==> src/rtl/mem_arb_pkg.sv <==
// Shared definitions for the two-client RAM arbiter: owner encoding,
// client identifiers, burst default and the burst counter sizing helper.
package mem_arb_pkg;

  // Current owner of the RAM port.
  typedef enum logic [1:0] {
    IDLE  = 2'd0,
    OWN_A = 2'd1,
    OWN_B = 2'd2
  } owner_e;

  // Identifies a client; used for the last-served pointer.
  typedef enum logic {
    CLIENT_A = 1'b0,
    CLIENT_B = 1'b1
  } client_e;

  // Longest run of grants to one client while the other one waits.
  localparam int MAX_BURST_DEFAULT = 8;

  // Counter width able to hold the values 0..max_burst inclusive.
  function automatic int cnt_width(input int max_burst);
    return $clog2(max_burst + 1);
  endfunction

endpackage

==> src/rtl/rr_pick2.sv <==
// Two-way round-robin grant decision with owner hold. Purely combinational:
// the owner keeps the port while it requests, until its burst counter is
// full and the other client is waiting. Otherwise the client that was not
// served last wins a tie.
module rr_pick2
  import mem_arb_pkg::*;
#(
  parameter int MAX_BURST = MAX_BURST_DEFAULT,
  parameter int CNT_W     = cnt_width(MAX_BURST)
) (
  input  logic             a_req,
  input  logic             b_req,
  input  logic [1:0]       owner,
  input  logic [CNT_W-1:0] cnt,
  input  logic             last_b,
  output logic             gnt_a,
  output logic             gnt_b
);

  localparam logic [CNT_W-1:0] CNT_MAX = CNT_W'(MAX_BURST);

  logic burst_done;

  assign burst_done = (cnt == CNT_MAX);

  // Grant selection: owner hold first, then fairness between two requesters.
  always_comb begin
    // NOTE: every output gets a default before any branch so no path leaves
    // it unassigned; a missing default here would infer a latch.
    gnt_a = 1'b0;
    gnt_b = 1'b0;
    if (owner == OWN_A && a_req) begin
      if (burst_done && b_req) gnt_b = 1'b1;
      else                     gnt_a = 1'b1;
    end else if (owner == OWN_B && b_req) begin
      if (burst_done && a_req) gnt_a = 1'b1;
      else                     gnt_b = 1'b1;
    end else if (a_req && b_req) begin
      if (last_b) gnt_a = 1'b1;
      else        gnt_b = 1'b1;
    end else begin
      gnt_a = a_req;
      gnt_b = b_req;
    end
  end

endmodule

==> src/rtl/mem_arbiter.sv <==
// Arbiter sharing one RAM (one write port, two read ports, 1-cycle read
// latency) between clients A and B. Grants are combinational; the read
// return is tagged with a registered per-client rvalid, and the shared
// rd_data outputs hold the last returned words between returns.
module mem_arbiter
  import mem_arb_pkg::*;
#(
  parameter int ADDR_WIDTH = 4,
  parameter int DATA_WIDTH = 16,
  parameter int MAX_BURST  = MAX_BURST_DEFAULT
) (
  input  logic                  clk,
  input  logic                  rst_n,
  // client A
  input  logic                  a_req,
  input  logic                  a_we,
  input  logic [ADDR_WIDTH-1:0] a_waddr,
  input  logic [DATA_WIDTH-1:0] a_wdata,
  input  logic [ADDR_WIDTH-1:0] a_raddr_1,
  input  logic [ADDR_WIDTH-1:0] a_raddr_2,
  output logic                  a_gnt,
  output logic                  a_rvalid,
  // client B
  input  logic                  b_req,
  input  logic                  b_we,
  input  logic [ADDR_WIDTH-1:0] b_waddr,
  input  logic [DATA_WIDTH-1:0] b_wdata,
  input  logic [ADDR_WIDTH-1:0] b_raddr_1,
  input  logic [ADDR_WIDTH-1:0] b_raddr_2,
  output logic                  b_gnt,
  output logic                  b_rvalid,
  // shared read return
  output logic [DATA_WIDTH-1:0] rd_data_1,
  output logic [DATA_WIDTH-1:0] rd_data_2,
  // RAM side
  output logic                  mem_write_en,
  output logic [ADDR_WIDTH-1:0] mem_write_addr,
  output logic [DATA_WIDTH-1:0] mem_write_data,
  output logic [ADDR_WIDTH-1:0] mem_read_addr_1,
  output logic [ADDR_WIDTH-1:0] mem_read_addr_2,
  input  logic [DATA_WIDTH-1:0] mem_read_data_1,
  input  logic [DATA_WIDTH-1:0] mem_read_data_2,
  output logic                  busy
);

  localparam int               CNT_W   = cnt_width(MAX_BURST);
  localparam logic [CNT_W-1:0] CNT_MAX = CNT_W'(MAX_BURST);
  localparam logic [CNT_W-1:0] CNT_ONE = CNT_W'(1);

  owner_e                owner_q, owner_d;
  logic [CNT_W-1:0]      cnt_q, cnt_d;
  client_e               last_q, last_d;
  logic                  pick_a, pick_b;
  logic                  any_rvalid;
  logic [DATA_WIDTH-1:0] rd_hold_1, rd_hold_2;

  rr_pick2 #(
    .MAX_BURST (MAX_BURST),
    .CNT_W     (CNT_W)
  ) u_pick (
    .a_req  (a_req),
    .b_req  (b_req),
    .owner  (owner_q),
    .cnt    (cnt_q),
    .last_b (last_q == CLIENT_B),
    .gnt_a  (pick_a),
    .gnt_b  (pick_b)
  );

  // Reset is synchronous, so the combinational grants are masked while it
  // is asserted to keep the RAM untouched during reset.
  assign a_gnt = pick_a & rst_n;
  assign b_gnt = pick_b & rst_n;
  assign busy  = a_gnt | b_gnt;

  // Next owner, burst count and last-served pointer from this cycle's grant.
  always_comb begin
    owner_d = IDLE;
    cnt_d   = '0;
    last_d  = last_q;
    if (a_gnt) begin
      owner_d = OWN_A;
      last_d  = CLIENT_A;
      if (owner_q != OWN_A)    cnt_d = CNT_ONE;
      else if (cnt_q == CNT_MAX) cnt_d = cnt_q;
      else                     cnt_d = cnt_q + CNT_ONE;
    end else if (b_gnt) begin
      owner_d = OWN_B;
      last_d  = CLIENT_B;
      if (owner_q != OWN_B)    cnt_d = CNT_ONE;
      else if (cnt_q == CNT_MAX) cnt_d = cnt_q;
      else                     cnt_d = cnt_q + CNT_ONE;
    end
  end

  // Ownership state register; reset leaves B as last served so A wins first.
  always_ff @(posedge clk) begin
    // NOTE: state registers use non-blocking assignments so every flop
    // samples values from before the edge, independent of statement order.
    if (!rst_n) begin
      owner_q <= IDLE;
      cnt_q   <= '0;
      last_q  <= CLIENT_B;
    end else begin
      owner_q <= owner_d;
      cnt_q   <= cnt_d;
      last_q  <= last_d;
    end
  end

  // Route the granted client's access onto the RAM port; all zero when idle.
  always_comb begin
    mem_write_en    = 1'b0;
    mem_write_addr  = '0;
    mem_write_data  = '0;
    mem_read_addr_1 = '0;
    mem_read_addr_2 = '0;
    if (a_gnt) begin
      mem_write_en    = a_we;
      mem_write_addr  = a_waddr;
      mem_write_data  = a_wdata;
      mem_read_addr_1 = a_raddr_1;
      mem_read_addr_2 = a_raddr_2;
    end else if (b_gnt) begin
      mem_write_en    = b_we;
      mem_write_addr  = b_waddr;
      mem_write_data  = b_wdata;
      mem_read_addr_1 = b_raddr_1;
      mem_read_addr_2 = b_raddr_2;
    end
  end

  // Read return tagging: rvalid follows the grant by one cycle, and the
  // returned words are captured so rd_data holds them afterwards.
  always_ff @(posedge clk) begin
    if (!rst_n) begin
      a_rvalid  <= 1'b0;
      b_rvalid  <= 1'b0;
      rd_hold_1 <= '0;
      rd_hold_2 <= '0;
    end else begin
      a_rvalid <= a_gnt;
      b_rvalid <= b_gnt;
      if (any_rvalid) begin
        rd_hold_1 <= mem_read_data_1;
        rd_hold_2 <= mem_read_data_2;
      end
    end
  end

  // The RAM already registers its read data, so in the return cycle it is
  // passed straight through; no same-cycle write forwarding is attempted.
  assign any_rvalid = a_rvalid | b_rvalid;
  assign rd_data_1  = any_rvalid ? mem_read_data_1 : rd_hold_1;
  assign rd_data_2  = any_rvalid ? mem_read_data_2 : rd_hold_2;

endmodule

==> config.mk <==
export PLATFORM = sky130hd
export DESIGN_NAME = mem_arbiter
export DESIGN_NICKNAME = d
export VERILOG_FILES = /design/src/rtl/mem_arb_pkg.sv /design/src/rtl/rr_pick2.sv /design/src/rtl/mem_arbiter.sv
export SDC_FILE = /design/constraint.sdc
export NUM_CORES = 1
export LEC_CHECK = 0
export CAP_MARGIN = 20
export CELL_PAD_IN_SITES_DETAIL_PLACEMENT = 1
export CELL_PAD_IN_SITES_GLOBAL_PLACEMENT = 1
export CORE_UTILIZATION = 23
export CTS_CLUSTER_DIAMETER = 80
export DETAILED_ROUTE_END_ITERATION = 8
export PLACE_DENSITY_LB_ADDON = 0.1
export SLEW_MARGIN = 20
export SYNTH_ARGS = -nofsm -noshare
export SYNTH_HDL_FRONTEND = slang
export SYNTH_SLANG_ARGS = --single-unit
==> constraint.sdc <==
create_clock -name clk -period 2.7 [get_ports clk]
set_input_delay 0.27 -clock clk [delete_from_list [all_inputs] [get_ports clk]]
set_output_delay 0.27 -clock clk [all_outputs]
set_load 0.1 [all_outputs]
Yosys cells after proc, flatten, opt, wreduce, memory -nomap -nowiden
Index checks and enable logic that the tools add are counted. W data, S select, Z words.

Register bits: 41. Output and inout port bits: 66. Bits of input ports: 94. Logic and storage cells: 59.

Eq/ne operators: 5. Reduce and logical (&&, ||, !) cells: 7. Bitwise operators: 5. Add/sub/neg operators: 1. Muxes and demuxes: 33.

Operators with widths (number): $mux W16 (4); $mux W4 (11); $mux W1 (17); $logic_and A1 B1 Y1 (5); $add A4 B1 Y4 const B (1); $eq A4 B4 Y1 const B (1); $and A1 B1 Y1 (2); $eq A2 B1 Y1 const B (1); $eq A2 B2 Y1 const B (1); $mux W2 (1); $ne A2 B1 Y1 const B (1); $ne A2 B2 Y1 const B (1); $or A1 B1 Y1 (2); $reduce_bool A2 Y1 (1); $reduce_or A2 Y1 (1); $not A1 Y1 (1).

Longest topological paths before layout
Gate-level depths: netlist of the first run.

Word-level depth: 8. Depth in mapped cells: 8. Gate-level depth less buffers: 6.

By module
A second synthesis of the first run with hierarchy kept.

Cells, all modules: 191. Area total of the unflattened synthesis: 2114.5 um^2.

By module, submodules not included: mem_arbiter (seq. area each 800.8 um^2, cells each 177, area each 2011.9 um^2, times used 1); rr_pick2 (seq. area each 0.0 um^2, cells each 14, area each 102.6 um^2, times used 1).

Least setup slack after synthesis of the first run
OpenSTA, ideal clock, no wires.

Kind: register to output. Start: register owner_q[0]. End: output mem_write_addr[1]. Slack: -612 ps. Buffers on the path: 1. Stages on the path, launching flop included: 6. Required time: 2430 ps. Data arrival time: 3042 ps. Cells stage by stage: dfxtp_1 > nand2b_1 > nor2_1 > o211a_1 > buf_2 > a22o_1.

Longest elaborated chain between the ends: 7. Elaborated cells on any way between the ends: 12. Classes of those cells: eq/ne (2); mux (6); bitwise (2); reduce/logical (2).

RTL lines: start, declared (RTL line mem_arbiter.sv:50) `owner_e owner_q, owner_d;`; start signal, assigned (RTL line mem_arbiter.sv:105) `owner_q <= owner_d;`; $eq A2 B2 Y1 (RTL line rr_pick2.sv:35) `end else if (owner == OWN_B && b_req) begin`; $logic_and A1 B1 Y1 (RTL line rr_pick2.sv:35); $mux W1 (RTL line rr_pick2.sv:35); $mux W1 * (RTL line rr_pick2.sv:32) `if (owner == OWN_A && a_req) begin`; $and A1 B1 Y1 * (RTL line mem_arbiter.sv:73) `assign b_gnt = pick_b & rst_n;`; net b_gnt (RTL line mem_arbiter.sv:30) `output logic b_gnt,`; $mux W4 * (RTL line mem_arbiter.sv:124) `end else if (b_gnt) begin`; $mux W4 * (RTL line mem_arbiter.sv:118) `if (a_gnt) begin`; end, declared (RTL line mem_arbiter.sv:37) `output logic [ADDR_WIDTH-1:0] mem_write_addr,`.

The timed path passes the listed nets; every way through them passes the cells marked *.

Final worst setup path of the first run
Start: register cnt_q[0]. End: output mem_read_addr_1[0].

Longest elaborated chain between the ends: 8. Elaborated cells on any way between the ends: 15. Classes of those cells: eq/ne (1); mux (10); bitwise (2); reduce/logical (2).

RTL lines: start, declared (RTL line mem_arbiter.sv:51) `logic [CNT_W-1:0] cnt_q, cnt_d;`; start signal, assigned (RTL line mem_arbiter.sv:106) `cnt_q <= cnt_d;`; $eq A4 B4 Y1 * (RTL line rr_pick2.sv:24) `assign burst_done = (cnt == CNT_MAX);`; $logic_and A1 B1 Y1 (RTL line rr_pick2.sv:36) `if (burst_done && a_req) gnt_a = 1'b1;`; $mux W1 (RTL line rr_pick2.sv:36); $mux W1 (RTL line rr_pick2.sv:35); $mux W1 (RTL line rr_pick2.sv:32); $and A1 B1 Y1 (RTL line mem_arbiter.sv:73); $mux W4 (RTL line mem_arbiter.sv:124); $mux W4 * (RTL line mem_arbiter.sv:118); end, declared (RTL line mem_arbiter.sv:39) `output logic [ADDR_WIDTH-1:0] mem_read_addr_1,`.

Mark *: on every way between the ends. The rest lies on a longest branch, timed or not.

==> results.cfg, run 1 <==
[power_and_ir_drop]
p_int_mw = 1.62
p_per_area_nw_per_um2 = 630
combPwrFrac_pct = 58.5
power.clock.fraction_pct = 18.7
ir_worst_vdd_mv = 0.352
power_frac_seq_pct = 22.8
p_sw_share_pct = 43.5
p_switching_mw = 1.24
p_leak_nw = 1.86

[sta]
clock_skew_ps = 2.70
hold_viol_final = 0
worstMarginPinSlew_ps = 386
slew_headroom_pct = 74.2
setup_viol = 0
rsz0062_at_grt = no
fin_crit_sh_pct = 95.6
fin_ws_ps = 119
fin_crit_ps = 2580
drv_slew = 0
setup-tns-final_ps = 0
fmax_ghz = 0.387

[synth]
synth_nets = 292
ys_ff_latch = 40
async_flop_share_pct = 0
syn_area_per_cell_um2 = 10.4
netlist_instances = 196
synth_ff_type = dfxtp_1
seq_area_frac_synth_pct = 39.2
ys_types = 32
yosysTopAreaCell = dfxtp_1
netlist_area_um2 = 2040
synth-edff-count = 0
yosys.area.top_type_share_pct = 39.2
synth.area.top_cells = dfxtp_1 39%, mux2_2 18%, a22o_1 11%
yosysWarnings = 0

[cts]
cts.hold.buffers_added = 0
root_buffer = clkbuf_8
htree_levels = 2
cts_buffer_depth = 2
post_cts_resized = 0
worst_skew_pair.late_latency_ps = 280
cts.sinks = 40
cts_made_buffers = 5
clk_pin_slew_worst_paths_ps = 80
post-cts-setup-buffer-count = 0
cts_tree = built

[cells_and_area]
n_antenna_cell = 0
drive_above_1_share_pct = 42.8
nNetsFinal = 448
areaGrowthSynthToFinish_pct = 122
ff_latch_area_um2 = 803
fill_cells = 902
multi_input_area_um2 = 1160

[placed_design]
port_buffers = 159
place_congestion = 0.746
dp_hpwl_um = 6460
dp_slack_ps = 197

[worst_hold_path]
hold_path_class = flop to flop

[die]
rows = 34
io_pins = 160
fp.dieArea_um2 = 9270
core_area_um2 = 8680
die_x_um = 96.3
fp.dieH_um = 96.3
start_util_pct = 23.6

[routing]
vias = 2118
drt-initial-drc-count = 44
wirelength_met1_um = 2950
wl_per_cell_um = 17.5
drt_pass1_iterations = 6
wl_met2_um = 3980
vias_per_cell = 4.59
top_layer_used = met4
wl_met3_um = 1070
totalWireLength_um = 8050
ant_nets = 0
drc = 0

[setup_path]
critPathArrivalTime_ps = 2310
critPathCaptureType = output port
path_max_fanout = 33
crit_type = flop to output port
worstPathRequired_ps = 2430
critPathLaunchType = flop

[global_route]
grt_pass1_wl_um = 11600
grt_max_degree = 34
grt_pass1_vias = 2122
grt_overflow = 0
antenna_found_initial = 0
grt_usage_pct = 17.0

[run]
maxCapViolations = 0

[status]
run_status = complete, no violations
-- placed cells by master, fill, tap and decap left out, types with 2 or more instances in the layout --
master / count
buf_4: 6
ha_1: 2
o211ai_1: 2
a21oi_1: 2
a31oi_1: 4
dfxtp_2: 2
a22o_2: 29
clkdlybuf4s50_1: 93
nand2_1: 4
nor2_1: 4
mux2_2: 33
inv_1: 5
and2_1: 32
nand3_1: 2
clkbuf_8: 7
o21ai_0: 2
dfxtp_1: 38
o211a_1: 3
buf_12: 66
nand2b_1: 2
-- logic make-up after synthesis --
logic type                 after synthesis  synth area share, %
buffers and inverters                   21                 5.75
adders and majority gates                2                 1.22
xor gates and xnor gates                 1                0.428
AOI/OAI and AO/OA                       48                 20.7
DFF                                     40                 39.2
and+or+nand+nor                         51                 14.5
muxes                                   33                 18.2
-- power by group through the flow --
stage	Clock (mW)	Combinational, mW	Sequential (mW)
global route	0.581	1.72	0.657
floorplan	0	0.998	0.675
detailed placement	0	1.68	0.666
finish	0.536	1.67	0.651
global placement	0	1.67	0.663
CTS	0.560	1.69	0.652
-- layout make-up --
| class | count | area share (%) |
|---|---|---|
| Sequential cell | 40 | 17.7 |
| Tap cell | 108 | 2.98 |
| Clock buffer | 7 | 2.12 |
| Inverter | 5 | 0.413 |
| Timing Repair Buffer | 165 | 50.6 |
| Clock inverter | 1 | 0.661 |
| Multi-Input combinational cell | 135 | 25.6 |
-- Yosys cell counts, types with 2 or more instances --
master    number
mux2_2        33
o21ai_0        2
buf_6          4
inv_1          5
nand3_1        2
a21oi_1        2
a22o_1        25
nand2_1        4
buf_2          7
a22o_2         4
o211ai_1       2
and2_1        32
dfxtp_1       40
nand2b_1       2
o211a_1        3
clkbuf_1       5
nor2_1         5
a31oi_1        4
ha_1           2
-- flip-flops by register name, indices dropped and copies added, names as in the netlist --
signal / flops
rd_hold_2: 16
rd_hold_1: 16
last_q: 1
owner_q: 2
cnt_q: 4
b_rvalid: 1
-- critical path, stage by stage (launching register included) --
cell and delay (ps):
dfxtp_2 380, inv_1 50, ha_1 200, and3b_2 290
a211o_4 300, a31oi_4 200, buf_12 220, a22o_2 200
buf_12 170
-- through the flow --
step	power [mW]	instances	cell area, µm²	hold slack [ps]	utilization, %
2_1_floorplan	1.67	196	2080	491	-
3_3_place_gp	2.34	453	4410	517	50.9
3_5_place_dp	2.35	453	4410	524	50.9
4_1_cts	2.90	461	4540	536	52.3
5_1_grt	2.96	461	4540	580	52.3
6_report	2.86	461	4540	533	52.3
-- metal layers --
| layer | GRT usage [%] | up-vias |
|---|---|---|
| li1 | - | 1019 |
| met1 | 17.4 | 989 |
| met2 | 31.8 | 106 |
| met3 | 7.27 | 4 |
| met4 | 3.73 | 0 |
| met5 | 0 | - |
-- path summary, 6_finish.rpt --
kind	startpoint	end	slack, ps	cells after the start
max	cnt_q[0]$_SDFF_PN0_	mem_read_addr_1[0]	120	8
min reg2reg	last_q$_SDFFE_PN1P_	last_q$_SDFFE_PN1P_	530	2
min	last_q$_SDFFE_PN1P_	last_q$_SDFFE_PN1P_	530	2
max reg2reg	cnt_q[0]$_SDFF_PN0_	cnt_q[0]$_SDFF_PN0_	800	7
Note: power is estimated with default switching activity, not from simulation.
==> inputs of run 2 (changes only) <==
--- a/config.mk
+++ b/config.mk
@@ -16,3 +16,4 @@
 export SYNTH_ARGS = -nofsm -noshare
 export SYNTH_HDL_FRONTEND = slang
 export SYNTH_SLANG_ARGS = --single-unit
+export TNS_END_PERCENT = 20
==> run 2 against run 1 <==
  * Cell count increased by 2.2%
  * Global-route usage decreased by 0.52 points
  * Combinational power about the same
  * Highest routed layer unchanged
  * Critical endpoint is now mem_read_addr_2[1]
  * Total power decreased by 0.85%
  * Count of clock-buffer cells in the layout decreased by 1
==> results.cfg, run 2 (synthesized netlist as in run 1, its figures left out) <==
[placed_design]
place_congestion = 0.769
port_buffers = 159
dp_hpwl_um = 6430

[global_route]
grt_usage_pct = 16.5
antenna_found_initial = 0
grt_pass1_wl_um = 11300
grt_overflow = 0
grt_pass1_vias = 2217
grt_max_degree = 34

[cts]
clk_pin_slew_worst_paths_ps = 70
htree_levels = 2
cts.sinks = 40
cts_buffer_depth = 2
cts_tree = built
worst_skew_pair.late_latency_ps = 290
cts.hold.buffers_added = 0
cts_made_buffers = 5
root_buffer = clkbuf_8

[die]
io_pins = 160
die_x_um = 96.3
fp.dieArea_um2 = 9270
start_util_pct = 23.6
fp.dieH_um = 96.3
core_area_um2 = 8680
rows = 34

[setup_path]
r2r_slack_ps = 710
worstPathRequired_ps = 2430
path_max_fanout = 8
crit_type = flop to output port
ff2ff_path_depth = 9
critPathLaunchType = flop
critPathArrivalTime_ps = 2380
critPathCaptureType = output port
rr_endpoint = last_q$_SDFFE_PN1P_
r2r-start = cnt_q[0]$_SDFF_PN0_

[cells_and_area]
drive_above_1_share_pct = 40.2
n_antenna_cell = 0
multi_input_area_um2 = 1160
areaGrowthSynthToFinish_pct = 129
final_common_cell = clkdlybuf4s50_1
layout_common_cells = 93 x clkdlybuf4s50_1, 67 x buf_12, 37 x dfxtp_1, 33 x mux2_2, 32 x and2_1
ff_latch_area_um2 = 807
fin_util_pct = 53.9
nNetsFinal = 458
largestRegisters = rd_hold_1: 16 flops, rd_hold_2: 16 flops, cnt_q: 4 flops
fill_cells = 910

[routing]
vias_per_cell = 4.66
wl_per_cell_um = 17.8
totalWireLength_um = 8370
ant_nets = 0
drc = 0
drt-initial-drc-count = 69
drt_pass1_iterations = 4
vias = 2197

[sta]
slew_headroom_pct = 66.3
setup_viol = 0
hold_viol_final = 0
worstMarginPinSlew_ps = 505
fin_crit_sh_pct = 98.3
fin_crit_ps = 2650
fmax_ghz = 0.377
drv_slew = 0
clock_skew_ps = 7.95

[power_and_ir_drop]
p_per_area_nw_per_um2 = 607
p_leak_nw = 1.94
ir_worst_vdd_mv = 0.368
p_total_mw = 2.84

[worst_hold_path]
hold_path_class = flop to flop
holdPathStages = 2
hp-start = last_q$_SDFFE_PN1P_
min_to = last_q$_SDFFE_PN1P_

[status]
run_status = complete, no violations

[run]
maxCapViolations = 0
-- run 2: changes by cell type in the layout (fill, tap and decap cells not counted), moves of 2 or more --
cell | before | now
clkbuf_8 | 7 | 5
buf_4 | 6 | 11
a22o_2 | 29 | 11
clkbuf_16 | 0 | 3
a22o_1 | 0 | 15
a22o_4 | 0 | 3
-- run 2: repair_timing --
action | 4_1_cts | 5_1_grt
pin swaps | 0 | 1
endpoints found under the setup margin | 3 | 29
gates cloned | 0 | 4
resized for setup | 3 | 4
setup buffers | 0 | 6
hold endpoints to repair | 0 | 0
-- run 2: layout make-up --
class                           count  area share [%]
Timing Repair Buffer              175            52.2
Multi-Input combinational cell    135            24.9
Sequential cell                    40            17.3
Tap cell                          108            2.89
Clock buffer                        6            1.55
Clock inverter                      2           0.749
Inverter                            5           0.401
-- run 2: stage by stage --
step / instances / setup WS (ps) / TNS (ps) / hold WS (ps) / area [µm²]
floorplan: 196 / -0.993 / -17.9 / 491 / 2050
global placement: 453 / 222 / 0 / 524 / 4390
detailed placement: 453 / 202 / 0 / 536 / 4390
CTS: 461 / -3.91 / -7.76 / 550 / 4520
global route: 471 / -12.0 / -21.7 / 576 / 4670
finish: 471 / 46.8 / 0 / 543 / 4670
-- run 2: report_power, final --
| group | internal (mW) | switching (mW) | total [mW] |
|---|---|---|---|
| clock | 0.274 | 0.207 | 0.482 |
| sequential | 0.635 | 0.0156 | 0.651 |
| combinational | 0.673 | 1.03 | 1.70 |
| total | 1.58 | 1.25 | 2.84 |
-- run 2: worst max path at each step --
stage | start | to | slack [ps] | cells past startpoint
floorplan | owner_q[0]$_SDFF_PN0_ | mem_read_addr_1[1] | -1 | 5
global placement | b_req | mem_write_data[2] | 220 | 7
detailed placement | a_req | mem_write_data[2] | 200 | 7
CTS | cnt_q[0]$_SDFF_PN0_ | mem_read_addr_2[3] | -4 | 8
global route | cnt_q[0]$_SDFF_PN0_ | mem_read_addr_2[1] | -10 | 9
finish | cnt_q[0]$_SDFF_PN0_ | mem_read_addr_2[1] | 50 | 9
-- run 2: routing by layer --
| layer | track usage (%) | share of wire, % | vias up |
|---|---|---|---|
| met5 | 0 | 0 | - |
| met3 | 6.87 | 12 | 6 |
| met2 | 30.9 | 52 | 109 |
| met4 | 4.10 | 0.84 | 0 |
| li1 | - | - | 1039 |
| met1 | 16.7 | 35 | 1043 |
-- run 2: critical path: stages, from the launching register on --
cell and delay [ps]:
dfxtp_4 370, inv_1 40, ha_1 190, and3b_2 260, a211o_4 290, a31oi_4 230, buf_12 160, clkbuf_16 150
a22o_1 190, buf_12 190
